**src/rtl/alu_issue_pkg.sv**
```systemverilog
// ---------------------------------------------------------------------------
// alu_issue_pkg
// Shared defaults and record types for the ALU issue front-end.
//   DEFAULT_WIDTH / DEFAULT_OP_W / DEFAULT_TAG_W / DEFAULT_FIFO_DEPTH
//                 default parameter values for alu_issue_ctrl
//   rsp_t         one returned result: {tag, data}
//   cmd_t         one command as offered on the command stream
// ---------------------------------------------------------------------------
package alu_issue_pkg;

    localparam int DEFAULT_WIDTH      = 16;
    localparam int DEFAULT_OP_W       = 4;
    localparam int DEFAULT_TAG_W      = 4;
    localparam int DEFAULT_FIFO_DEPTH = 4;

    typedef struct packed {
        logic [DEFAULT_TAG_W-1:0] tag;
        logic [DEFAULT_WIDTH-1:0] data;
    } rsp_t;

    typedef struct packed {
        logic [DEFAULT_OP_W-1:0]  op;
        logic [DEFAULT_WIDTH-1:0] a;
        logic [DEFAULT_WIDTH-1:0] b;
        logic [DEFAULT_TAG_W-1:0] tag;
        logic                     chain;
    } cmd_t;

endpackage

```
**src/rtl/alu_issue_ctrl_fifo.sv**
```systemverilog
// ---------------------------------------------------------------------------
// alu_rsp_fifo
// Small synchronous FIFO holding tagged results until the consumer takes them.
// The head entry is always visible on o_head; it only moves on a pop.
//   clk, rst   clock and asynchronous active-high reset
//   i_push     write i_data this edge (ignored when full and not popping)
//   i_pop      drop the head entry this edge (ignored when empty)
//   i_data     entry to write
//   o_head     entry at the read pointer
//   o_count    number of stored entries, 0..DEPTH
//   o_empty    no entries stored
// ---------------------------------------------------------------------------
module alu_rsp_fifo
    import alu_issue_pkg::*;
#(
    parameter int  DEPTH = DEFAULT_FIFO_DEPTH,
    parameter type T     = rsp_t,
    localparam int PTR_W = (DEPTH > 1) ? $clog2(DEPTH) : 1,
    localparam int CNT_W = $clog2(DEPTH + 1)
) (
    input  logic             clk,
    input  logic             rst,
    input  logic             i_push,
    input  logic             i_pop,
    input  T                 i_data,
    output T                 o_head,
    output logic [CNT_W-1:0] o_count,
    output logic             o_empty
);

    T                 r_mem [DEPTH];
    logic [PTR_W-1:0] r_wrPtr;
    logic [PTR_W-1:0] r_rdPtr;
    logic [CNT_W-1:0] r_count;
    logic             w_full;
    logic             w_doPush;
    logic             w_doPop;

    assign w_full   = (r_count == CNT_W'(DEPTH));
    assign o_empty  = (r_count == '0);
    assign o_count  = r_count;
    assign o_head   = r_mem[r_rdPtr];

    // A pop frees a slot in the same edge, so a push into a full FIFO is
    // still allowed when it coincides with a pop.
    assign w_doPop  = i_pop && !o_empty;
    assign w_doPush = i_push && (!w_full || w_doPop);

    // Storage and pointers. Memory is cleared on reset so the head reads as
    // zero out of reset. DEPTH is a power of two, so the pointers wrap on
    // their own natural overflow.
    always_ff @(posedge clk or posedge rst) begin
        if (rst) begin
            for (int i = 0; i < DEPTH; i++) begin
                r_mem[i] <= '0;
            end
            r_wrPtr <= '0;
            r_rdPtr <= '0;
        end else begin
            if (w_doPush) begin
                r_mem[r_wrPtr] <= i_data;
                r_wrPtr        <= r_wrPtr + PTR_W'(1);
            end
            if (w_doPop) begin
                r_rdPtr <= r_rdPtr + PTR_W'(1);
            end
        end
    end

    // Occupancy: simultaneous push and pop leaves the count unchanged.
    always_ff @(posedge clk or posedge rst) begin
        if (rst) begin
            r_count <= '0;
        end else begin
            case ({w_doPush, w_doPop})
                2'b10:   r_count <= r_count + CNT_W'(1);
                2'b01:   r_count <= r_count - CNT_W'(1);
                default: r_count <= r_count;
            endcase
        end
    end

endmodule

```
**src/rtl/alu_issue_ctrl.sv**
```systemverilog
// ---------------------------------------------------------------------------
// alu_issue_ctrl
// Command front-end for the combinational ALU. Accepted commands sit in the
// issue register for one cycle while the ALU computes; the result is then
// captured, tagged, and queued for the response stream. An accumulator keeps
// the last result so a command can chain on it.
//   clk, rst                clock and asynchronous active-high reset
//   i_cmd_valid/o_cmd_ready command handshake
//   i_cmd_op/a/b/tag/chain  command fields (a ignored when chain=1)
//   o_alu_a/o_alu_b/o_alu_op  ALU operand and op drive
//   i_alu_result            combinational ALU output
//   o_rsp_valid/i_rsp_ready response handshake
//   o_rsp_data/o_rsp_tag    response fields
//   o_busy                  issue register or result FIFO occupied
// ---------------------------------------------------------------------------
module alu_issue_ctrl
    import alu_issue_pkg::*;
#(
    parameter int WIDTH      = DEFAULT_WIDTH,
    parameter int OP_W       = DEFAULT_OP_W,
    parameter int TAG_W      = DEFAULT_TAG_W,
    parameter int FIFO_DEPTH = DEFAULT_FIFO_DEPTH
) (
    input  logic             clk,
    input  logic             rst,
    input  logic             i_cmd_valid,
    output logic             o_cmd_ready,
    input  logic [OP_W-1:0]  i_cmd_op,
    input  logic [WIDTH-1:0] i_cmd_a,
    input  logic [WIDTH-1:0] i_cmd_b,
    input  logic [TAG_W-1:0] i_cmd_tag,
    input  logic             i_cmd_chain,
    output logic [WIDTH-1:0] o_alu_a,
    output logic [WIDTH-1:0] o_alu_b,
    output logic [OP_W-1:0]  o_alu_op,
    input  logic [WIDTH-1:0] i_alu_result,
    output logic             o_rsp_valid,
    input  logic             i_rsp_ready,
    output logic [WIDTH-1:0] o_rsp_data,
    output logic [TAG_W-1:0] o_rsp_tag,
    output logic             o_busy
);

    localparam int CNT_W = $clog2(FIFO_DEPTH + 1);

    typedef struct packed {
        logic [TAG_W-1:0] tag;
        logic [WIDTH-1:0] data;
    } rspEntry_t;

    typedef struct packed {
        logic [OP_W-1:0]  op;
        logic [WIDTH-1:0] a;
        logic [WIDTH-1:0] b;
        logic [TAG_W-1:0] tag;
    } issueEntry_t;

    logic             r_issueValid;
    issueEntry_t      r_issue;
    logic [WIDTH-1:0] r_acc;
    logic             w_accept;
    logic [WIDTH-1:0] w_operandA;
    logic             w_pop;
    rspEntry_t        w_pushEntry;
    rspEntry_t        w_head;
    logic [CNT_W-1:0] w_fifoCount;
    logic             w_fifoEmpty;

    // Credit check counts the in-flight command against the FIFO so its
    // result always has a slot. Depends only on registered state.
    assign o_cmd_ready = ({1'b0, w_fifoCount} + (CNT_W+1)'(r_issueValid))
                         < (CNT_W+1)'(FIFO_DEPTH);
    assign w_accept    = i_cmd_valid && o_cmd_ready;

    // Chaining onto a command still in the issue register takes its result
    // straight off the ALU, which is what the accumulator would hold next.
    always_comb begin
        w_operandA = i_cmd_a;
        if (i_cmd_chain) begin
            w_operandA = r_issueValid ? i_alu_result : r_acc;
        end
    end

    // Issue register: valid for exactly one cycle per accepted command.
    // Fields keep their last values when idle so the ALU inputs hold.
    always_ff @(posedge clk or posedge rst) begin
        if (rst) begin
            r_issueValid <= 1'b0;
            r_issue      <= '0;
        end else begin
            r_issueValid <= w_accept;
            if (w_accept) begin
                r_issue.op  <= i_cmd_op;
                r_issue.a   <= w_operandA;
                r_issue.b   <= i_cmd_b;
                r_issue.tag <= i_cmd_tag;
            end
        end
    end

    // Accumulator follows every executed result and holds while idle.
    always_ff @(posedge clk or posedge rst) begin
        if (rst) begin
            r_acc <= '0;
        end else if (r_issueValid) begin
            r_acc <= i_alu_result;
        end
    end

    assign o_alu_a  = r_issue.a;
    assign o_alu_b  = r_issue.b;
    assign o_alu_op = r_issue.op;

    assign w_pushEntry.tag  = r_issue.tag;
    assign w_pushEntry.data = i_alu_result;
    assign w_pop            = o_rsp_valid && i_rsp_ready;

    alu_rsp_fifo #(
        .DEPTH (FIFO_DEPTH),
        .T     (rspEntry_t)
    ) u_fifo (
        .clk     (clk),
        .rst     (rst),
        .i_push  (r_issueValid),
        .i_pop   (w_pop),
        .i_data  (w_pushEntry),
        .o_head  (w_head),
        .o_count (w_fifoCount),
        .o_empty (w_fifoEmpty)
    );

    assign o_rsp_valid = !w_fifoEmpty;
    assign o_rsp_data  = w_head.data;
    assign o_rsp_tag   = w_head.tag;
    assign o_busy      = r_issueValid || !w_fifoEmpty;

endmodule

```
**config.mk**
```make
export PLATFORM = sky130hd
export DESIGN_NAME = alu_issue_ctrl
export DESIGN_NICKNAME = d
export VERILOG_FILES = /design/src/rtl/alu_issue_pkg.sv /design/src/rtl/alu_issue_ctrl_fifo.sv /design/src/rtl/alu_issue_ctrl.sv
export SDC_FILE = /design/constraint.sdc
export NUM_CORES = 1
export LEC_CHECK = 0
export CORE_AREA = 2 2 131 133
export CTS_BUF_LIST = sky130_fd_sc_hd__clkbuf_2
export DETAILED_ROUTE_END_ITERATION = 10
export DIE_AREA = 0 0 133 135
export GPL_ROUTABILITY_DRIVEN = 0
export SLEW_MARGIN = 20
export SYNTH_ARGS = -nofsm -noshare
export SYNTH_HDL_FRONTEND = slang
export SYNTH_SLANG_ARGS = --single-unit
```
**constraint.sdc**
```tcl
create_clock -name clk -period 4.91 [get_ports clk]
set_input_delay 0.491 -clock clk [delete_from_list [all_inputs] [get_ports clk]]
set_output_delay 0.491 -clock clk [all_outputs]
set_load 0.03 [all_outputs]
```
; ---- Yosys cells after proc, flatten, opt, wreduce, memory -nomap -nowiden
; Cells that the tools add are included.
[word_totals]
reg_bits = 144
latch_bits = 0
ram_bits = 0
romBits = 0
wordCells = 51
memories = 0
[op_classes]
add_sub_neg = 5
n_mul = 0
div_mod_pow = 0
n_lt_le_gt_ge = 4
n_eq_ne = 3
shifts = 0
mux = 9
bitwise = 2
n_reduce_logical = 11
[op_table]
columns = cell, n
row1 = 80-bit bitwise mux, 1
row2 = 20-bit two-way mux, 3
row3 = 20-bit binary-select mux with 2-bit select, 1
row4 = 20-bit demux with 2-bit select, 1
row5 = 16-bit two-way mux, 2
row6 = 3-bit greater-or-equal comparator (second input constant), 2
row7 = 2-bit NOT with 3-bit output, 2
row8 = 3-bit case mux with 2 select lines, 1
row9 = 1-bit logical AND, 5
row10 = 2-bit by 1-bit adder with 2-bit output (second input constant), 2
row11 = 3-bit by 1-bit adder with 4-bit output, 1
row12 = 4-bit by 3-bit < comparator with 1-bit output (second input constant), 1
row13 = 3-bit by 1-bit adder with 3-bit output (second input constant), 1
row14 = 3-bit equality test (second input constant), 1
row15 = 3-bit zero test, 1
row16 = 3-bit by 1-bit < comparator with 1-bit output (second input constant), 1
row17 = 3-bit by 1-bit subtractor with 3-bit output (second input constant), 1
row18 = 2-bit by 1-bit equality test with 1-bit output (second input constant), 1
row19 = 2-bit equality test (second input constant), 1
row20 = 1-bit zero test, 2
row21 = 1-bit logical OR, 2
row22 = 2-bit nonzero test, 1

; ---- Depth between registers and ports, before layout
[depth]
word_depth = 8
ltp_mapped = 8
mapped_depth_nobuf = 8

; ---- Modules after synthesis
; A second synthesis with hierarchy kept.
[hier_totals]
hier_cells = 429
hier_area_um2 = 6635.1
[modules_own_cells]
columns = module, instances, cells_each, area_per_inst_um2, seq_area_each_um2
row1 = alu_rsp_fifo, 1, 233, 3898.7, 2177.1
row2 = alu_issue_ctrl, 1, 196, 2736.4, 1426.4

; ---- Worst setup path after synthesis
; Ideal clock, no wire load.
[synth_timing]
kind = input port to flip-flop
startpoint = input port i_rsp_ready
endpoint = register u_fifo.r_count[2] (netlist: u_fifo.o_count[2])
arrival_time_ns = 1.945
path_slack_ns = 2.886
path_stages = 8
cell_sequence = nor4b_4 -> nand2b_1 -> ha_1 -> inv_1 -> fa_1 -> xor2_1 -> nor2_1 -> xor2_1
[synth_between]
elab_chain_len = 6
[synth_lines]
columns = element, line_no
row1 = from (decl), alu_issue_ctrl.sv:38  ; input logic i_rsp_ready,
row2 = 1-bit logical AND (*), alu_issue_ctrl.sv:116  ; assign w_pop = o_rsp_valid && i_rsp_ready;
row3 = 1-bit logical AND (*), alu_issue_ctrl_fifo.sv:46  ; assign w_doPop = i_pop && !o_empty;
row4 = 1-bit logical OR, alu_issue_ctrl_fifo.sv:47  ; assign w_doPush = i_push && (!w_full || w_doPop);
row5 = 1-bit logical AND, alu_issue_ctrl_fifo.sv:47
row6 = 2-bit by 1-bit equality test with 1-bit output / 2-bit equality test (equally long branches), alu_issue_ctrl_fifo.sv:75  ; case ({w_doPush, w_doPop})
row7 = 3-bit case mux with 2 select lines / 2-bit nonzero test (equally long branches), --
row8 = to (signal assigned), alu_issue_ctrl_fifo.sv:76  ; 2'b10: r_count <= r_count + CNT_W'(1);
row9 = to (signal assigned), alu_issue_ctrl_fifo.sv:77  ; 2'b01: r_count <= r_count - CNT_W'(1);
row10 = to (signal assigned), alu_issue_ctrl_fifo.sv:78  ; default: r_count <= r_count;
row11 = to (decl), alu_issue_ctrl_fifo.sv:34  ; logic [CNT_W-1:0] r_count;
; Mark *: on every way between the ends. The rest lies on a longest branch, timed or not.
; A chain may end at the register's enable or synchronous reset.

; ---- Worst setup path after layout
[layout_timing]
startpoint = register u_fifo.r_rdPtr[1]
endpoint = output port o_rsp_tag[1]
[layout_between]
elab_chain_len = 4
[layout_lines]
columns = element, line_no
row1 = from (decl), alu_issue_ctrl_fifo.sv:33  ; logic [PTR_W-1:0] r_rdPtr;
row2 = from (signal assigned), alu_issue_ctrl_fifo.sv:65  ; r_rdPtr <= r_rdPtr + PTR_W'(1);
row3 = 2-bit NOT with 3-bit output (implied by the code), alu_issue_ctrl_fifo.sv:42  ; assign o_head = r_mem[r_rdPtr];
row4 = 20-bit binary-select mux with 2-bit select, alu_issue_ctrl_fifo.sv:42
row5 = 20-bit two-way mux (implied by the code) (2 in a row), alu_issue_ctrl_fifo.sv:42
row6 = to (decl), alu_issue_ctrl.sv:40  ; output logic [TAG_W-1:0] o_rsp_tag,
; No other way between the ends. The select of a mux whose other input is x is not followed.

==> run_results.csv <==
group,metric,value,unit
clock_network,post_cts_buffers,0,
place,dp_hpwl,8510,µm
clock_network,cts_tree,"built",
sta,maxSlewViolCount,0,
logic_synthesis,synth_nets,493,
critical_path,worstPathArrival,2.96,ns
critical_path,start_kind,"flip-flop",
sta,max_freq,0.290,GHz
critical_path,cp_max_fo,12,
finish,layout.nets,584,
grt,grt_max_degree,90,
grt,grt_pass1_vias,3900,
clock_network,clock_latency,0.70,ns
sta,rsz0062_at_grt,"no",
run,maxCapViolCount,0,
drt,wl_per_cell,17.2,µm
critical_path,end_kind,"output port",
clock_network,ctsResizeCount,0,
grt,grt_usage,15.5,%
drt,wl,12900,µm
logic_synthesis,syn_inst,426,
power,leakagePower,3.39,nW
finish,layout_common_cells,"143 x dfrtp_1, 121 x mux2_2, 119 x clkdlybuf4s50_1",
floorplanning,die_h,135,µm
place,io_buffers,119,
run_status,status,"finished, final reports clean",
finish,syn_to_final_growth,21.6,%
finish,finish.utilization,48.1,%
power,powerDensity,733,mW/mm²
drt,via_per_inst,4.82,
finish,final_common_cell,"dfrtp_1",
floorplanning,ioPinCount,120,
logic_synthesis,synth.distinct_cells,20,
sta,min_period_over_period,70.3,%
sta,clock_skew,0.0220,ns
clock_network,cts_num_sinks,144,
sta,tightest_slew,1.01,ns
grt,met1_usage,20.4,%
critical_path,path_cells,"buf_4 > mux4_2 > clkdlybuf4s50_1",
clock_network,clk_pin_slew_worst_paths,0.20,ns
logic_synthesis,synth_area,0.00649,mm²
power,peakVddDrop,381,µV
clock_network,cts_buffers,17,
sta,hold_violations,0,
floorplanning,rows,47,
drt,ant_nets,0,
finish,drive_gt1_share,36.0,%
sta,finalCriticalPeriod,3.45,ns
finish,fillers,1406,
critical_path,critPathKind,"reg -> out",
logic_synthesis,ys_warn_count,0,
critical_path,crit_path_top_delay_cell,"dfrtp_1",
clock_network,h-tree-depth,4,
grt,grt_pass1_wl,21300,µm
drt,vias,3616,
drt,dr.pass1.iters,4,
grt,antenna_found_initial,0,
grt,grt_use_met2,25.1,%
sta,setup-tns-final,0,ns
floorplanning,die_area,0.0180,mm²
logic_synthesis,synth_seq_area_share,55.5,%
floorplanning,die-width,133,µm
floorplanning,initial_core_util,39.6,%
hold_path,hold_path.class,"in -> async",
sta,relSlewSlack,32.5,%
critical_path,critical_path.max_stage_delay,0.74,ns
clock_network,hold_buffers,0,
floorplanning,core-area,0.0164,mm²
grt,grt_overflow,0,
sta,setup_viol_count_final,0,
critical_path,crit_required,4.42,ns
grt,grtUsageMet3,4.39,%
grt,busiest_layer,"met2",
clock_network,clockBufferDepth,2,
drt,drc,0,
drt,drtIter0Drc,141,
logic_synthesis,syn_avg_cell_area,15.2,µm²
logic_synthesis,synth_seq_cells,144,
finish,antenna_cells,0,
clock_network,cts-root-buf,"clkbuf_2",
-- routing by layer --
layer	vias to the layer above	wire length (µm)
li1	1636	-
met2	90	6360
met1	1873	5790
met3	17	589
met4	0	178
met5	-	0
-- critical path: cells and delay by family, from the launching register on --
family | cells | cell delay, ns
flip-flops | 1 | 0.74
buffers and inverters | 2 | 1.00
multiplexers | 1 | 0.53
-- cell usage after synthesis --
library cell  instances  area (µm²)
inv_1                23        86.3
o31a_1                1        8.76
buf_4                39         293
xnor2_1               3        26.3
fa_1                  1        20.0
nand2_1               6        22.5
ha_1                  5        62.6
nor4b_4               1        23.8
nand2b_1              1        6.26
dfrtp_1             144        3600
mux4_2               20         450
or3_1                 1        6.26
buf_6                 8        90.1
nor2_1                5        18.8
xor2_1                3        26.3
or2_2                 1        6.26
buf_2                 9        45.0
a31oi_1               1        6.26
mux2_2              121        1360
mux2i_1              33         330
-- through the flow --
step                cells  area (µm²)  setup slack, ns  hold slack, ns  power, mW
floorplan             426        6490            0.553           0.472       4.28
finish                750        7900             1.46           0.312       5.79
global placement      718        7620             2.14           0.480       5.02
detailed placement    718        7620             2.10           0.486       5.09
CTS                   750        7900             1.32           0.261       5.87
global route          750        7900             1.23           0.292       6.14
-- area by class of cell --
cell class	count	area [µm²]	area share, %
clock buffer	17	85.1	1.08
timing repair buffer	128	1260	15.9
multi-input combinational	203	2390	30.3
tap	220	275	3.49
sequential	144	3600	45.6
clock inverter	15	193	2.44
inverter	23	91.3	1.16
-- flip-flops by register name (all words and copies together), names as in the netlist --
register and count:
r_acc 16, r_issue 4, o_alu_b 16, o_alu_op 4
u_fifo.r_mem 80, o_alu_a 16, u_fifo.o_count 3, r_issueValid 1
u_fifo.r_wrPtr 2, u_fifo.r_rdPtr 2
-- report_power, final --
part	switching [mW]	internal, mW	total [mW]
sequential	0.401	1.79	2.19
combinational	1.35	1.48	2.83
clock	0.439	0.331	0.770
-- final timing paths --
check / from / end / slack [ns] / depth (start not counted)
max: u_fifo.r_rdPtr[1] / o_rsp_tag[1] / 1.46 / 3
min: rst / o_alu_b[8] / 0.31 / 2
max reg2reg: r_issueValid / o_alu_b[7] / 2.21 / 4
min reg2reg: r_acc[2] / r_acc[2] / 0.52 / 1
max in group asynchronous: rst / u_fifo.r_rdPtr[0] / 3.66 / 3
min in group clk: i_cmd_b[11] / o_alu_b[11] / 0.39 / 2
-- cells by family (layout without fill, tap and decap cells) --
| logic type | Yosys count | count (layout) | synth area share, % |
|---|---|---|---|
| compound gates | 2 | 2 | 0.231 |
| buf+inv | 79 | 183 | 7.92 |
| fa+ha+maj | 6 | 6 | 1.27 |
| flops | 144 | 144 | 55.5 |
| xor+xnor | 6 | 6 | 0.809 |
| simple gates | 15 | 15 | 1.29 |
| mux | 174 | 174 | 33.0 |
(Power assumes the default switching activity.)
